[src/rtl/sync_mon_pkg.sv]
// Shared definitions for the synchronizer mismatch monitor.
//   state_e        : measurement FSM states
//   SEL_*          : byte_sel readout encodings
//   ID_BYTE        : fixed identification byte
package sync_mon_pkg;

  typedef enum logic [1:0] {
    IDLE = 2'd0,
    RUN  = 2'd1,
    DONE = 2'd2
  } state_e;

  localparam logic [2:0] SEL_MIS0   = 3'd0;
  localparam logic [2:0] SEL_MIS1   = 3'd1;
  localparam logic [2:0] SEL_MIS2   = 3'd2;
  localparam logic [2:0] SEL_EDGE0  = 3'd3;
  localparam logic [2:0] SEL_EDGE1  = 3'd4;
  localparam logic [2:0] SEL_EDGE2  = 3'd5;
  localparam logic [2:0] SEL_STATUS = 3'd6;
  localparam logic [2:0] SEL_ID     = 3'd7;

  localparam logic [7:0] ID_BYTE = 8'hA5;

endpackage

[src/rtl/sync_mismatch_monitor_sat_counter.sv]
// Saturating up-counter with sticky saturation flag.
//   clk, rst : clock, synchronous active-high reset
//   clr      : clear count and flag (beats inc)
//   inc      : increment request
//   cnt      : current count
//   sat      : set when inc arrives while count is at all-ones
module sat_counter #(
  parameter int unsigned CNT_W = 24
) (
  input  logic             clk,
  input  logic             rst,
  input  logic             clr,
  input  logic             inc,
  output logic [CNT_W-1:0] cnt,
  output logic             sat
);

  logic [CNT_W-1:0] cnt_q, cnt_d;
  logic             sat_q, sat_d;

  always_comb begin
    cnt_d = cnt_q;
    sat_d = sat_q;
    if (clr) begin
      cnt_d = '0;
      sat_d = 1'b0;
    end else if (inc) begin
      if (cnt_q == '1) sat_d = 1'b1;
      else             cnt_d = cnt_q + CNT_W'(1);
    end
  end

  always_ff @(posedge clk) begin
    if (rst) begin
      cnt_q <= '0;
      sat_q <= 1'b0;
    end else begin
      cnt_q <= cnt_d;
      sat_q <= sat_d;
    end
  end

  assign cnt = cnt_q;
  assign sat = sat_q;

endmodule

[src/rtl/sync_mismatch_monitor.sv]
// Compares a 1-flop synchronizer output against a reference synchronizer
// over a programmable window, counting disagreeing cycles and reference
// edges; results are read back one byte at a time.
//   clk, rst   : clock, synchronous active-high reset
//   fast_q     : short synchronizer output
//   ref_q      : reference synchronizer output
//   start      : begin a measurement from IDLE/DONE
//   win_sel    : window = WIN_BASE << (4*win_sel), sampled on start
//   byte_sel   : readout select (registered, 1-cycle latency)
//   count_byte : selected readout byte
//   busy/done  : measurement running / finished
//   sat        : a counter saturated in the current/last run
module sync_mismatch_monitor
  import sync_mon_pkg::*;
#(
  parameter int unsigned CNT_W     = 24,
  parameter int unsigned ALIGN_DLY = 2,
  parameter int unsigned WIN_BASE  = 1024,
  parameter int unsigned WIN_W     = 23
) (
  input  logic       clk,
  input  logic       rst,
  input  logic       fast_q,
  input  logic       ref_q,
  input  logic       start,
  input  logic [1:0] win_sel,
  input  logic [2:0] byte_sel,
  output logic [7:0] count_byte,
  output logic       busy,
  output logic       done,
  output logic       sat
);

  localparam int unsigned EXT_W = (CNT_W > 24) ? CNT_W : 24;

  logic [ALIGN_DLY-1:0] dly_q, dly_d;
  logic                 mis_q, mis_d;
  logic                 ref_dly_q, ref_dly_d;
  logic                 edge_q, edge_d;
  state_e               state_q, state_d;
  logic [WIN_W-1:0]     win_q, win_d;
  logic [7:0]           count_byte_q, count_byte_d;

  logic                 clr, inc_mis, inc_edge;
  logic [CNT_W-1:0]     mis_cnt, edge_cnt;
  logic                 mis_sat, edge_sat;
  logic [EXT_W-1:0]     mis_ext, edge_ext;
  logic [WIN_W-1:0]     win_load;

  // Alignment pipeline runs regardless of state. The shift is written as a
  // widened concat then truncated so ALIGN_DLY=1 needs no special case.
  always_comb begin
    dly_d     = ALIGN_DLY'({dly_q, fast_q});
    mis_d     = dly_q[ALIGN_DLY-1] ^ ref_q;
    ref_dly_d = ref_q;
    edge_d    = ref_q ^ ref_dly_q;
  end

  assign win_load = WIN_W'(WIN_BASE) << {win_sel, 2'b00};

  always_comb begin
    state_d = state_q;
    win_d   = win_q;
    clr     = 1'b0;
    case (state_q)
      IDLE, DONE: begin
        if (start) begin
          state_d = RUN;
          win_d   = win_load;
          clr     = 1'b1;
        end
      end
      RUN: begin
        win_d = win_q - WIN_W'(1);
        if (win_q == WIN_W'(1)) state_d = DONE;
      end
      default: state_d = IDLE;
    endcase
  end

  assign inc_mis  = (state_q == RUN) && mis_q;
  assign inc_edge = (state_q == RUN) && edge_q;

  sat_counter #(.CNT_W(CNT_W)) u_mis_cnt (
    .clk (clk),
    .rst (rst),
    .clr (clr),
    .inc (inc_mis),
    .cnt (mis_cnt),
    .sat (mis_sat)
  );

  sat_counter #(.CNT_W(CNT_W)) u_edge_cnt (
    .clk (clk),
    .rst (rst),
    .clr (clr),
    .inc (inc_edge),
    .cnt (edge_cnt),
    .sat (edge_sat)
  );

  assign busy = (state_q == RUN);
  assign done = (state_q == DONE);
  assign sat  = mis_sat | edge_sat;

  // Zero-extension makes bits above CNT_W read as 0.
  assign mis_ext  = EXT_W'(mis_cnt);
  assign edge_ext = EXT_W'(edge_cnt);

  always_comb begin
    count_byte_d = '0;
    case (byte_sel)
      SEL_MIS0:   count_byte_d = mis_ext[7:0];
      SEL_MIS1:   count_byte_d = mis_ext[15:8];
      SEL_MIS2:   count_byte_d = mis_ext[23:16];
      SEL_EDGE0:  count_byte_d = edge_ext[7:0];
      SEL_EDGE1:  count_byte_d = edge_ext[15:8];
      SEL_EDGE2:  count_byte_d = edge_ext[23:16];
      SEL_STATUS: count_byte_d = {5'b0, sat, done, busy};
      SEL_ID:     count_byte_d = ID_BYTE;
      default:    count_byte_d = '0;
    endcase
  end

  always_ff @(posedge clk) begin
    if (rst) begin
      dly_q        <= '0;
      mis_q        <= 1'b0;
      ref_dly_q    <= 1'b0;
      edge_q       <= 1'b0;
      state_q      <= IDLE;
      win_q        <= '0;
      count_byte_q <= '0;
    end else begin
      dly_q        <= dly_d;
      mis_q        <= mis_d;
      ref_dly_q    <= ref_dly_d;
      edge_q       <= edge_d;
      state_q      <= state_d;
      win_q        <= win_d;
      count_byte_q <= count_byte_d;
    end
  end

  assign count_byte = count_byte_q;

endmodule

[config.mk]
export PLATFORM = sky130hd
export DESIGN_NAME = sync_mismatch_monitor
export DESIGN_NICKNAME = d
export VERILOG_FILES = /design/src/rtl/sync_mon_pkg.sv /design/src/rtl/sync_mismatch_monitor_sat_counter.sv /design/src/rtl/sync_mismatch_monitor.sv
export SDC_FILE = /design/constraint.sdc
export NUM_CORES = 1
export LEC_CHECK = 0
export ABC_AREA = 0
export BUFFER_PORTS_ARGS = -buffer_cell sky130_fd_sc_hd__buf_2
export CAP_MARGIN = 5
export CORE_ASPECT_RATIO = 0.75
export CORE_MARGIN = 2
export CORE_UTILIZATION = 55
export DETAILED_ROUTE_END_ITERATION = 8
export GPL_TIMING_DRIVEN = 0
export PLACE_DENSITY = 0.78
export SLEW_MARGIN = 15
export SYNTH_ARGS = -nofsm -noshare
export SYNTH_HDL_FRONTEND = slang
export SYNTH_SLANG_ARGS = --single-unit
[constraint.sdc]
create_clock -name clk -period 5.9 [get_ports clk]
set_input_delay 0.295 -clock clk [delete_from_list [all_inputs] [get_ports clk]]
set_output_delay 0.295 -clock clk [all_outputs]
set_load 0.01 [all_outputs]
-- Word-level counts from Yosys, hierarchy flattened
Index checks and enable logic that the tools add are counted.
- output and inout port bits: 11
- register bits after elaboration: 88
- bits of input ports: 10
- word-level logic and storage cells: 55
- bitwise operators: 5
- shift-type cells: 1
- add/sub/neg operators: 3
- equality and inequality tests: 14
- multiplexer cells: 8
- reductions and logical operators: 13
- operator list (cell ; count):
    8-bit case mux with 8 select lines ; 1
    24-bit by 1-bit adder with 24-bit output, second input constant ; 2
    24-bit == test, second input constant ; 2
    23-bit case mux with 2 select lines ; 1
    23-bit by 1-bit == test with 1-bit output, second input constant ; 1
    23-bit 2-to-1 mux ; 1
    11-bit by 4-bit left shift with 23-bit output, first input constant ; 1
    23-bit by 1-bit subtractor with 23-bit output, second input constant ; 1
    3-bit == test, second input constant ; 4
    2-bit AND reduction ; 6
    3-bit by 2-bit == test with 1-bit output, second input constant ; 2
    2-bit 2-to-1 mux ; 2
    2-bit case mux with 2 select lines ; 1
    2-bit OR reduction ; 2
    3-bit by 1-bit == test with 1-bit output, second input constant ; 1
    3-bit logical NOT ; 1
    2-bit by 1-bit == test with 1-bit output, second input constant ; 1
    2-bit == test, second input constant ; 1
    1-bit logical AND ; 2
    2-bit logical NOT ; 1
    1-bit 2-to-1 mux ; 2
    2-bit by 1-bit != test with 1-bit output, second input constant ; 1
    2-bit != test, second input constant ; 1
    1-bit NOT ; 2
    other kinds (3) ; 4

-- Longest topological paths before layout
Gate-level depths: netlist (run 1).
- depth after elaboration: 4
- mapped depth: 8
- gate-level depth less buffers: 7

-- Cells and area by module
A second synthesis (run 1) with hierarchy kept.
- cell total of the unflattened synthesis: 589
- area, all modules: 4812.1 um^2
- modules (own cells, without submodules) (module ; cells an instance ; instances ; area an instance (um^2)):
    sat_counter ; 157 ; 2 ; 1302.5
    sync_mismatch_monitor ; 275 ; 1 ; 2207.1

-- Worst setup path before layout (run 1)
No wires, ideal clock.
- path type: register to register
- start: register win_q[3]
- end: register win_q[10]
- setup time: 0.128 ns
- buffers on the path: 0
- cell stages (with the launch flop): 6
- path slack: 3.773 ns
- arrival: 1.999 ns
- period minus slack after synthesis: 2.127 ns
- cells stage by stage: dfxtp_1 -> or4_4 -> or4b_4 -> mux2_4 -> a221oi_2 -> nor2_1
- word-level cells in the longest chain between the ends: 2
- RTL lines (item ; RTL line ; source):
    from (decl) ; sync_mismatch_monitor.sv:41 ; logic [WIN_W-1:0] win_q, win_d;
    from (signal assigned) ; sync_mismatch_monitor.sv:140 ; win_q <= win_d;
    23-bit by 1-bit subtractor with 23-bit output ; sync_mismatch_monitor.sv:74 ; win_d = win_q - WIN_W'(1);
    23-bit case mux with 2 select lines ; sync_mismatch_monitor.sv:65 ; case (state_q)
No other way between the ends.
A chain may end at the register's enable or synchronous reset.

-- Worst setup path in the final report (run 1)
- start: register u_mis_cnt.cnt_q[0] (netlist: u_mis_cnt.cnt[0])
- end: register u_mis_cnt.cnt_q[4] (netlist: u_mis_cnt.cnt[4])
- word-level cells in the longest chain between the ends: 3
- elaborated cells on any way between the ends: 4
- RTL lines (item ; RTL line ; source):
    from (decl) ; sync_mismatch_monitor_sat_counter.sv:18 ; logic [CNT_W-1:0] cnt_q, cnt_d;
    from (signal assigned) ; sync_mismatch_monitor_sat_counter.sv:38 ; cnt_q <= cnt_d;
    branches (longest 3 deep; another with 24-bit by 1-bit adder with 24-bit output) ; -- ;
Parallel ways; which one is timed is not known.

==> results of run 1 <==
report_power, final:
group	internal (W)	leakage [nW]	switching, W
clock network	0.000241	0.103	0.000218
logic	0.0000936	0.823	0.000134
registers	0.000620	0.714	0.0000252
total	0.000954	1.64	0.000377
cell families (layout without fill, tap and decap cells):
family,count (synthesis),in the layout,synth area share [%]
xor+xnor,31,31,5.97
mux,12,12,2.83
fa+ha+maj,4,4,1.10
compound gates,113,113,17.1
simple gates,259,259,30.7
flops,88,88,38.7
buf+inv,43,77,3.63
worst max-delay path, cell delays in order (launching register included):
cell	delay, ns
dfxtp_1	0.43
ha_1	0.35
and4_1	0.25
nand2_1	0.09
o31ai_1	0.42
clkbuf_1	0.37
buf_2	0.30
o21ai_0	0.12
a21oi_1	0.13
metal layers:
layer / wire length (um) / vias to the layer above
met5: 0 / -
met4: 155 / 0
met3: 1080 / 16
met2: 5080 / 198
met1: 5630 / 2057
li1: - / 2074
synthesized netlist by cell type (9+ instances only):
| library cell | instances | area (sq um) |
|---|---|---|
| nor4_1 | 9 | 56.3 |
| nand2_1 | 40 | 150 |
| clkbuf_1 | 23 | 86.3 |
| dfxtp_1 | 88 | 1760 |
| nor2b_1 | 13 | 81.3 |
| nand4_1 | 19 | 119 |
| a211oi_1 | 9 | 67.6 |
| inv_1 | 14 | 52.6 |
| or3_1 | 10 | 62.6 |
| o31ai_1 | 11 | 82.6 |
| a21oi_1 | 32 | 160 |
| nand3_1 | 17 | 85.1 |
| nor3_1 | 17 | 85.1 |
| xnor2_1 | 27 | 236 |
| nor2_1 | 72 | 270 |
| o21ai_0 | 14 | 70.1 |
cell type report:
type,count,area share [%]
Multi-Input combinational cell,419,52.6
Timing Repair Buffer,18,1.80
Tap cell,105,2.63
Buffer,28,2.18
Inverter,15,1.13
Clock buffer,10,2.56
Sequential cell,88,35.3
Clock inverter,6,1.85
through the flow:
step / setup WS [ns] / hold WS [ns] / power (W) / cells / utilization, %
2_1_floorplan: 3.77 / 0.414 / 0.000822 / 550 / -
3_3_place_gp: 3.57 / 0.422 / 0.000872 / 673 / 60.0
3_5_place_dp: 3.43 / 0.427 / 0.000880 / 673 / 60.0
4_1_cts: 3.42 / 0.114 / 0.00133 / 689 / 62.8
5_1_grt: 3.18 / 0.119 / 0.00139 / 689 / 62.8
6_report: 3.36 / 0.129 / 0.00133 / 689 / 62.8
state kept, by name (all words and copies together) (netlist names):
| register | cells |
|---|---|
| count_byte | 8 |
| dly_q | 2 |
| edge_q | 1 |
| mis_q | 1 |
| ref_dly_q | 1 |
| state_q | 2 |
| u_edge_cnt.cnt | 24 |
| u_edge_cnt.sat | 1 |
| u_mis_cnt.cnt | 24 |
| u_mis_cnt.sat | 1 |
| win_q | 23 |
worst max path at each step:
stage | cells past startpoint | slack [ns] | to | start
2_1_floorplan | 5 | 3.77 | win_q[10] | win_q[3]
3_3_place_gp | 7 | 3.57 | u_mis_cnt.cnt[3] | u_mis_cnt.cnt[15]
3_5_place_dp | 8 | 3.43 | u_mis_cnt.cnt[7] | u_mis_cnt.cnt[0]
4_1_cts | 8 | 3.42 | u_mis_cnt.cnt[7] | u_mis_cnt.cnt[0]
5_1_grt | 8 | 3.18 | u_mis_cnt.cnt[8] | u_mis_cnt.cnt[0]
6_report | 8 | 3.36 | u_mis_cnt.cnt[4] | u_mis_cnt.cnt[0]
cells in the final DEF (no fill, tap or decap), drive strengths merged, types with 8 or more instances in the layout:
cell    Yosys  layout
inv        14      15
nor3       17      17
a21oi      32      32
o21ai      14      14
dfxtp      88      88
buf         5      23
and4        8       8
nor2       72      72
o31ai      11      11
nand4      19      19
nor2b      13      13
or4        10      10
nand3      17      17
nor4       11      11
mux2i       8       8
a211oi      9       9
or3        12      12
xnor2      27      27
nand2      40      40
clkbuf     23      33
==> metrics, run 1 <==
fillcell total=701; die area=0.00902 sq mm; Crit path required time=6.20 ns; Post-CTS Setup Bufs=0; P per Cell Area=~270 mW/mm^2; Worst setup SP type=flop; Final min period=2.54 ns; post-synthesis sequential area ratio=approximately 39%; count of input and output buffers=18; Routed Antenna Nets=0; final worst-path cycle share=approximately 43%; #FFs+latches synth=88; H-tree depth=3; Crit Path Max Fanout=10; Peak Freq=394 MHz; Fin. Hold Viols=0; Hold Crit Class=in -> reg; maximum vdd drop=0.000218 V; Post-DP Area=0.00477 sq mm; routing usage on met1=40.0%; Area growth syn-to-layout=9.71%; Final Setup Violations=0; post-synth cell types=61; number of global-route vias before repair=3804; Wirelength per Cell=17.3 um; Vias=4345; total global routing overflow=0; Vert. Die Dim=between 80 and 90 um; RSZ-0062 raised after global routing=false; RR Startpoint=u_mis_cnt.cnt[0]; CTS root buffer=clkbuf_8; met2 GRT Util=a little over two fifths; largest net degree at the start of global routing=16; Syn Area/Cell=8.27 sq um; met3 Use GR=5.70%; hold buffers post-CTS=0; All-Layer GR Usage=27.8%; worst hold start=fast_q; MaxCap Viol Count=0; initial antenna violation count=0; row count=28; Worst Clk Skew=~0.008 ns; placed wire-length estimate=8.88 mm; Remaining DRCs=0; CTS sink cnt=88; n_diodes=0; CP arrival=2.84 ns; Final Max Slew Viols=0; max_slew headroom=roughly 43%; clock slew at reported path FFs=0.09 ns; Top FF cell, synth=dfxtp_1; Initial Util=57.2%; Finished Cell Area=0.00499 sq mm; Longest Clk Path Bufs=2; drt first pass iters=5; register area=approximately 0.0018 sq mm; routability cong.=between 0.9 and 1; cts bufs inserted=9; initial DRC count=~380; R2R setup slack=3.36 ns; fin nets=593; worst-margin pin slew=~0.85 ns; multi-input combinational cell area=0.00262 sq mm; cell count after synthesis=550; RR Endpoint=u_mis_cnt.cnt[4]; cts repair resizes=0; Core Area=0.00795 sq mm; post-DR vias/cell=6.31; Post-Syn Area=0.00455 sq mm; status=finished clean; Chip Width=between 100 and 150 um; CTS tree=built; Reg2Reg Depth=8; CP Capture Type=flop; ys async rst share=0%; most used routing layer=met2; ratio of cells with drive above 1 in the final layout=9.76%; Ys Warns=0; setup TNS=0 ns; static leakage=1.64 nW; first-pass GRT wire length=19.1 mm; Worst Path Class, Setup=reg -> reg; hold path endpoint=dly_q[0]; number of I/O pins=21; DRT Wirelength=11.9 mm; Post-Syn Nets=approximately 560; WHS Path Cells=2; number of synthesized flops with an enable pin=0; Worst-Skew Late Latency=0.37 ns
(Power assumes the default switching activity.)
==> inputs of run 2 (changes only) <==
Settings changed: ABC_AREA 0 to 1, PLACE_DENSITY 0.78 to 0.8.
Clock period 5.9 ns to 2.13 ns, I/O delays scaled along.
==> run 2 against run 1 <==
  * Combinational power rose to 3.2 times the previous value
  * Critical endpoint is now u_mis_cnt.cnt[19]
  * Critical path type unchanged
  * Count of clock-buffer cells in the layout rose by 2
  * Area after synthesis rose by 19%
  * Die area rose by 18%
==> metrics, run 2 <==
status=finished clean; routability cong.=0.983 (+2.1%); initial antenna violation count=0 (unchanged); Met1 Wirelength=6.92 mm (+23%); final core utilization=61.9% (-0.85 points); largest net degree at the start of global routing=15 (-1); hold buffers post-CTS=1 (+1); number of synthesized flops with an enable pin=0 (unchanged); Max stage delay cell, worst path=dfxtp_1; cell count after synthesis=840 (+53%); ratio of cells with drive above 1 in the final layout=14.6% (+4.8 points); Final Setup Violations=0 (unchanged); DRT Wirelength=14.0 mm (+17%); initial DRC count=486 (+29%); maximum vdd drop=0.000537 V (+150%); MaxCap Viol Count=0 (unchanged); Hold Crit Class=in -> reg; CP Capture Type=flop; static leakage=2.34 nW (+43%); RSZ-0062 raised after global routing=false; P per Cell Area=672 mW/mm^2 (+150%); CTS tree=built; placed wire-length estimate=10.6 mm (+19%); Syn Area/Cell=6.43 sq um (-22%); Synth area leader=dfxtp_1; die area=0.0106 sq mm (+18%); clock slew at reported path FFs=0.07 ns (-0.02 ns); Remaining DRCs=0 (unchanged); post-DR vias/cell=5.30 (-16%); Final min period=1.87 ns (-0.666 ns); Post-Syn Area=0.00541 sq mm (+19%); Worst-Skew Late Latency=0.35 ns (-0.02 ns); share of the synthesized area in the top cell type=32.6% (-6.1 points); Chip Width=118 um (+8.7%); Longest Clk Path Bufs=2 (unchanged); Routed Antenna Nets=0 (unchanged); setup TNS=0 ns (unchanged); Cells after DPL=992 (+47%); worst hold slack=0.00575 ns (-0.123 ns); Top FF cell, synth=dfxtp_1; highest routed layer=met4; metal2 WL=5.63 mm (+11%); most frequent cells in the layout=228 x nand2_1, 132 x nor2_1, 91 x inv_1, 88 x dfxtp_1, 48 x a21oi_1; Crit Path Max Fanout=10 (unchanged); post-synthesis sequential area ratio=32.6% (-6.1 points); number of I/O pins=21 (unchanged); Post-CTS Setup Bufs=0 (unchanged); commonest non-fill, non-tap cell in the layout=nand2_1; #FFs+latches synth=88 (unchanged); met3 wire length=1.19 mm (+11%); fillcell total=915 (+31%); R2R setup slack=0.26 ns (-3.10 ns); RR Startpoint=u_mis_cnt.cnt[0]; All-Layer GR Usage=26.9% (-0.91 points); WHS Path Cells=3 (+1); worst-margin pin slew=0.832 ns (-0.0201 ns); first-pass GRT wire length=23.0 mm (+20%); cts repair resizes=0 (unchanged); Vert. Die Dim=89.9 um (+8.6%); n_diodes=0 (unchanged); total global routing overflow=0 (unchanged); Post-synth top cells=228 x nand2_1, 132 x nor2_1, 91 x inv_1, 88 x dfxtp_1, 48 x a21oi_1; max_slew headroom=44.5% (+1.9 points); count of input and output buffers=20 (+2); CTS sink cnt=88 (unchanged); Post-Syn Nets=854 (+51%); row count=31 (+11%); Wirelength per Cell=13.8 um (-20%); Ys Warns=0 (unchanged); worst path cell trace=ha_1, inv_1, nor2_4, nand2_4, nor2_8, a21boi_1, buf_2, nand2_1, a21oi_2; fin nets=886 (+49%); drt first pass iters=6 (+1); most common cell in the netlist=nand2_1; H-tree depth=3 (unchanged); cts bufs inserted=9 (unchanged); Reg2Reg Depth=9 (+1); final worst-path cycle share=88.0% (+45 points); Worst Path Class, Setup=reg -> reg; Initial Util=56.2% (-1.0 points); ys async rst share=0% (unchanged); Vias=5349 (+23%); Final Max Slew Viols=0 (unchanged); number of global-route vias before repair=4648 (+22%); Synth area leaders=dfxtp_1 33%, nand2_1 16%, nor2_1 9.2%; CP max stage delay=0.46 ns (+0.03 ns); multi-input combinational cell area=0.00316 sq mm (+20%); post-synth cell types=36 (-41%); Critical Path Start=u_mis_cnt.cnt[0]; Crit path required time=2.34 ns (-3.86 ns); Fin. Hold Viols=0 (unchanged); Peak Freq=534 MHz (+36%); Core Area=0.00962 sq mm (+21%); Post-Layout Cell Count=1009 (+46%); worst hold start=ref_q; CTS root buffer=clkbuf_16; Worst setup SP type=flop; CP arrival=2.08 ns (-0.76 ns); Area growth syn-to-layout=10.2%; register area=0.00176 sq mm (unchanged); Worst Clk Skew=0.0102 ns (+0.00212 ns)
-- run 2: worst paths after layout --
check                       to
max          u_mis_cnt.cnt[19]
min                  ref_dly_q
max reg2reg  u_mis_cnt.cnt[19]
min reg2reg           dly_q[1]
-- run 2: layout make-up --
cell class | count | area share [%]
Sequential cell | 88 | 29.6
Clock inverter | 4 | 0.504
Tap cell | 132 | 2.77
Buffer | 20 | 2.25
Inverter | 93 | 5.86
Timing Repair Buffer | 21 | 1.85
Multi-Input combinational cell | 639 | 53.1
Clock buffer | 12 | 4.14
-- run 2: logic make-up (layout without fill, tap and decap cells) --
group	after synthesis	count (layout)	synth area share, %
buffers and inverters	113	150	8.94
DFF	88	88	32.6
AOI/OAI and AO/OA	144	144	16.1
adders and majority gates	4	4	0.926
xor gates and xnor gates	22	22	3.56
and+or+nand+nor	469	469	37.9
-- run 2: power by group --
part | internal (W) | switching [W]
Sequential | 0.00172 | 0.0000620
Clock | 0.000825 | 0.000660
Combinational | 0.000241 | 0.000495
-- run 2: per-stage QoR --
stage / cell area [sq um] / setup WS (ns) / total power (W)
final: 5960 / 0.256 / 0.00400
after global routing: 5960 / 0.111 / 0.00420
after CTS: 5960 / 0.288 / 0.00401
after detailed placement: 5670 / 0.298 / 0.00254
after global placement: 5670 / 0.308 / 0.00253
after floorplan: 5410 / 0.558 / 0.00236
-- run 2: metal layers --
layer	global-route usage, %	vias up
met5	0	-
li1	-	2740
met3	5.77	23
met4	7.64	0
met2	37.9	212
met1	40.8	2374
-- run 2: worst max-delay path: cells and delay by family (launching register included) --
family	cells	cell delay (ns)
compound gates	2	0.14
fa+ha+maj	1	0.25
buf+inv	2	0.29
flops	1	0.46
simple gates	4	0.58
